File: src/rtl/antitheft_time_param_timer.sv
// antitheft_time_param_timer
// Timer and time-parameter store for the anti-theft FSM. Holds four
// programmable delays. On startTimer it loads the delay picked by interval and
// counts it down once per second, using ticks derived from clock1Hz. When the
// count reaches zero it raises expired and holds it until the next load.
//
// Ports:
//   clock        in   1      system clock, rising edge
//   systemReset  in   1      asynchronous, active-high reset
//   clock1Hz     in   1      1 Hz square wave, asynchronous to clock
//   startTimer   in   1      load the selected delay and begin counting
//   interval     in   2      which stored delay startTimer loads
//   reprogram    in   1      write paramValue into register paramSelect
//   paramSelect  in   2      register index for reprogram
//   paramValue   in   VAL_W  new delay in seconds
//   expired      out  1      countdown finished, held until the next load
//   busy         out  1      high while counting
//   timeLeft     out  VAL_W  remaining seconds
module antitheft_time_param_timer #(
   parameter int T_ARM_DELAY    = 6,
   parameter int T_DRIVER_DELAY = 8,
   parameter int T_PASS_DELAY   = 15,
   parameter int T_ALARM_ON     = 10,
   parameter int VAL_W          = 4
) (
   input  logic             clock,
   input  logic             systemReset,
   input  logic             clock1Hz,
   input  logic             startTimer,
   input  logic [1:0]       interval,
   input  logic             reprogram,
   input  logic [1:0]       paramSelect,
   input  logic [VAL_W-1:0] paramValue,
   output logic             expired,
   output logic             busy,
   output logic [VAL_W-1:0] timeLeft
);

   typedef enum logic [1:0] {IDLE, COUNT, DONE} stateT;

   stateT            state;
   stateT            stateNext;
   logic [VAL_W-1:0] timeLeftNext;
   logic [VAL_W-1:0] paramRegs [4];
   logic [VAL_W-1:0] loadValue;
   logic             syncStage1;
   logic             syncStage2;
   logic             syncPrev;
   logic             tick;

   // The delay registers start at their defaults after reset. A reprogram
   // write lands on the same edge that a simultaneous startTimer samples, so
   // that load still sees the old value. A running countdown never looks back
   // at these registers.
   always_ff @(posedge clock or posedge systemReset) begin
      if (systemReset) begin
         paramRegs[0] <= VAL_W'(T_ARM_DELAY);
         paramRegs[1] <= VAL_W'(T_DRIVER_DELAY);
         paramRegs[2] <= VAL_W'(T_PASS_DELAY);
         paramRegs[3] <= VAL_W'(T_ALARM_ON);
      end else if (reprogram) begin
         paramRegs[paramSelect] <= paramValue;
      end
   end

   // clock1Hz is asynchronous to clock, so it passes through two flops first.
   // A third flop holds the previous synchronised level. A rising edge of the
   // synchronised signal becomes a one-cycle tick, which is consumed 2-3
   // clocks after the real edge.
   always_ff @(posedge clock or posedge systemReset) begin
      if (systemReset) begin
         syncStage1 <= 1'b0;
         syncStage2 <= 1'b0;
         syncPrev   <= 1'b0;
      end else begin
         syncStage1 <= clock1Hz;
         syncStage2 <= syncStage1;
         syncPrev   <= syncStage2;
      end
   end

   assign tick      = syncStage2 & ~syncPrev;
   assign loadValue = paramRegs[interval];

   // State and countdown registers. Reset aborts any count in progress, and
   // expired does not pulse.
   always_ff @(posedge clock or posedge systemReset) begin
      if (systemReset) begin
         state    <= IDLE;
         timeLeft <= '0;
      end else begin
         state    <= stateNext;
         timeLeft <= timeLeftNext;
      end
   end

   // Next-state logic. startTimer wins over everything, including a tick in
   // the same cycle, and reloads from any state. A zero delay goes straight to
   // DONE. While counting, the last tick moves to DONE, and the <=1 test keeps
   // the decrement from ever wrapping below zero.
   always_comb begin
      stateNext    = state;
      timeLeftNext = timeLeft;
      if (startTimer) begin
         timeLeftNext = loadValue;
         stateNext    = (loadValue != '0) ? COUNT : DONE;
      end else begin
         case (state)
            COUNT: begin
               if (tick) begin
                  if (timeLeft <= VAL_W'(1)) begin
                     timeLeftNext = '0;
                     stateNext    = DONE;
                  end else begin
                     timeLeftNext = timeLeft - VAL_W'(1);
                  end
               end
            end
            DONE:    stateNext = DONE;
            default: stateNext = IDLE;
         endcase
      end
   end

   // Both status flags come directly from the registered state, so they
   // change cleanly on clock edges and clear as soon as reset is asserted.
   assign expired = (state == DONE);
   assign busy    = (state == COUNT);

endmodule

File: config.mk
export PLATFORM = sky130hd
export DESIGN_NAME = antitheft_time_param_timer
export DESIGN_NICKNAME = d
export VERILOG_FILES = /design/src/rtl/antitheft_time_param_timer.sv
export SDC_FILE = /design/constraint.sdc
export NUM_CORES = 1
export LEC_CHECK = 0
export CAP_MARGIN = 20
export CORE_ASPECT_RATIO = 0.75
export CORE_MARGIN = 2
export CORE_UTILIZATION = 27
export CTS_CLUSTER_SIZE = 30
export DETAILED_ROUTE_END_ITERATION = 12
export HOLD_SLACK_MARGIN = 0.06
export PLACE_DENSITY_LB_ADDON = 0.3
export SETUP_SLACK_MARGIN = 0.5
export SYNTH_ARGS = -nofsm -noshare
export SYNTH_HDL_FRONTEND = slang
export SYNTH_SLANG_ARGS = --single-unit
File: constraint.sdc
create_clock -name clock -period 1.7 [get_ports clock]
set_input_delay 0.425 -clock clock [delete_from_list [all_inputs] [get_ports clock]]
set_output_delay 0.425 -clock clock [all_outputs]
set_load 0.03 [all_outputs]
==> results.py <==
metrics = {
    "logic_synthesis": {
        "netlist_area_um2": 1190,
        "synth_compound_area_share_pct": 9.57,
        "avgSynthCellArea_um2": 14.0,
        "synth_cell_types": 28,
        "yosys.area_share.adder_pct": 4.21,
        "synth_async_sr_flop_share_pct": 100,
        "ys_ff_latch": 25,
        "synth_top_family_by_area": "multiplexers",
        "synth-xor-area-share_pct": 0,
        "yosysWarnings": 0,
        "synthMuxAreaShare_pct": 23.0,
        "synth_top_flop_cell": "dfrtp_1",
        "yosys.area_share.simple_pct": 7.15,
        "syn-instance-count": 85,
        "syn_nets": 102,
        "synth-edff-count": 0,
        "yosysSeqAreaShare_pct": 53.5,
    },
    "die": {
        "initial_utilization_pct": 28.8,
        "rows": 20,
        "ioPinCount": 19,
        "dieArea_um2": 4960,
        "dieHeight_um": 61.5,
        "die_w_um": 80.7,
        "fp.coreArea_um2": 4130,
    },
    "cts": {
        "htreeDepth": 1,
        "cts_buffers": 3,
        "cts.sinks": 25,
        "cts_tree": "done",
        "clock_latency_ps": 270,
        "cts_buffer_depth": 2,
        "path_clk_slew_ps": 90,
        "cts.root.buffer_cell": "clkbuf_8",
        "hold_buffers": 0,
    },
    "sta": {
        "worst_slack_ps": -27.8,
        "slew_headroom_pct": 78.9,
        "fin_skew_ps": 4.35,
        "rsz0062_at_grt": "yes",
        "fmaxAchievable_mhz": 579,
        "tightest_slew_ps": 317,
        "hold_viol_final": 0,
        "period_needed_ps": 1730,
        "slew_viol_final": 0,
        "post-route-period-util_pct": 102,
        "setup_viol": 1,
        "holdWs_ps": 368,
    },
    "placed_design": {
        "routabilityCongestion": 0.779,
        "io_buffers": 18,
        "placed_area_um2": 1520,
        "post-place-ws_ps": -689,
        "dp_hpwl_um": 1820,
    },
    "detailed_routing": {
        "wl_per_cell_um": 14.6,
        "dr_total_vias": 868,
        "drcViolationCount": 0,
        "via_per_inst": 4.69,
        "drt_first_pass_iters": 6,
        "wirelength_um": 2700,
        "antenna_left": 0,
        "first_iter_violations": 36,
    },
    "global_routing": {
        "track_usage_pct": 11.7,
        "grt_max_degree": 26,
        "grt_pass1_vias": 921,
        "grt_overflow": 0,
        "grt_antenna_before_repair": 0,
        "grt_first_pass_wirelength_um": 4340,
    },
    "pwr": {
        "swShare_pct": 30.6,
        "peakVddDrop_mv": 0.437,
        "combPwrFrac_pct": 38.7,
        "leakagePower_nw": 0.732,
        "p_switching_mw": 0.588,
        "power_density_nw_per_um2": 1100,
        "power_frac_clock_pct": 19.0,
        "intPower_mw": 1.33,
        "seqPwrFrac_pct": 42.3,
    },
    "critical_path": {
        "critPathKind": "register to register",
        "critPathArrivalTime_ps": 1920,
        "crit_required_ps": 1890,
        "worstSetupEndpointType": "register",
        "worstSetupStartpointType": "register",
        "reg2reg_to": "timeLeft[3]",
        "cp_max_fo": 3,
        "reg2reg_slack_ps": -30,
        "reg2reg_depth": 6,
        "r2r_start": "timeLeft[1]",
    },
    "outcome": {
        "violations": "negative setup slack",
        "status": "finished with violations",
    },
    "final_layout": {
        "final_area_um2": 1750,
        "drive_gt1_share_pct": 63.8,
        "area_delta_synth_final_pct": 47.1,
        "nets": 148,
        "diodes": 0,
    },
    "min_path": {
        "hold_class": "register to register",
        "min_path_cells": 0,
        "holdCritStartpoint": "syncStage1",
        "hold_end": "syncStage2",
    },
    "run": {
        "max_cap_violations": 0,
    },
}
[cells by family after synthesis]
kind of cell,count (synthesis)
compound gates,13
fa+ha+maj,4
buf+inv,8
flops,25
mux,20
simple gates,15
[final cells by class]
class | instances | area [µm²]
Sequential cell | 25 | 639
Tap cell | 55 | 68.8
Inverter | 7 | 26.3
Clock buffer | 3 | 41.3
Multi-Input combinational cell | 52 | 584
Fill cell | 399 | 2380
Clock inverter | 1 | 7.51
Timing Repair Buffer | 42 | 383
[critical path, cell delays in order (launching register included)]
cell      delay [ps]
dfrtp_2          390
inv_2             60
ha_4             160
or2_4            250
a2111o_1         420
o21ba_2          220
o211ai_1         160
[through the flow]
step,cells,total power [mW],setup TNS [ps],util [%]
finish,185,1.92,-27.8,42.4
CTS,178,1.84,-13.2,40.5
global route,185,2.04,-143,42.4
detailed placement,166,1.36,-2870,36.8
global placement,166,1.34,-2690,36.8
floorplan,85,1.14,-46.6,-
[Yosys cell counts, types with 2 or more instances]
master | number | share of area (%)
dfrtp_1 | 16 | 34
mux2_2 | 16 | 15
dfstp_2 | 9 | 20
inv_1 | 7 | 2.2
ha_1 | 4 | 4.2
mux4_2 | 3 | 5.7
nand3b_1 | 3 | 1.9
nor2_1 | 3 | 0.95
a221o_1 | 2 | 1.7
a31oi_1 | 2 | 1.1
nand2_1 | 2 | 0.63
nor3b_1 | 2 | 1.3
[power by group through the flow]
stage / sequential, mW / combinational [mW] / clock (mW)
after detailed placement: 0.823 / 0.533 / 0
final: 0.813 / 0.743 / 0.366
after global routing: 0.828 / 0.806 / 0.407
after CTS: 0.811 / 0.651 / 0.376
after global placement: 0.823 / 0.519 / 0
after floorplan: 0.848 / 0.296 / 0
[state kept, by name, summed over array words and instances, names as in the netlist]
signal	cells
timeLeft	4
syncStage1	1
syncPrev	1
syncStage2	1
state	2
paramRegs	16
[layer usage]
layer	routed length, µm	part of all wire [%]	vias up	global-route usage (%)
li1	-	-	406	-
met1	1250	46	439	15.1
met2	1280	47	23	19.3
met3	173	6.4	0	4.69
met4	0	0	0	2.18
met5	0	0	-	0
[timing repair]
item                                    in CTS  in global routing
pin swaps                                    2                  3
setup buffers                                8                  7
gates resized for setup                     49                 11
endpoints found under the setup margin      28                 15
cloned                                       0                  0
[how the worst max path moves through the flow]
stage	start	cells after the start	to	slack (ps)
global route	timeLeft[1]	6	timeLeft[3]	-90
floorplan	timeLeft[0]	6	timeLeft[3]	-50
CTS	timeLeft[0]	5	timeLeft[3]	-10
finish	timeLeft[1]	6	timeLeft[3]	-30
global placement	interval[0]	4	state[0]	-650
detailed placement	interval[0]	4	state[0]	-690
[placed cells by master (no fill, tap or decap), types with 2 or more instances in the layout]
master	n
buf_4	17
mux2_2	16
dfrtp_1	14
buf_6	13
dfstp_2	9
clkdlybuf4s50_1	7
mux4_2	4
inv_2	4
inv_1	3
nand3b_1	3
ha_4	3
clkbuf_8	3
a31oi_1	2
nor2_2	2
a221o_1	2
nand2_1	2
clkdlybuf4s15_1	2
dfrtp_2	2
(Power assumes the default switching activity.)
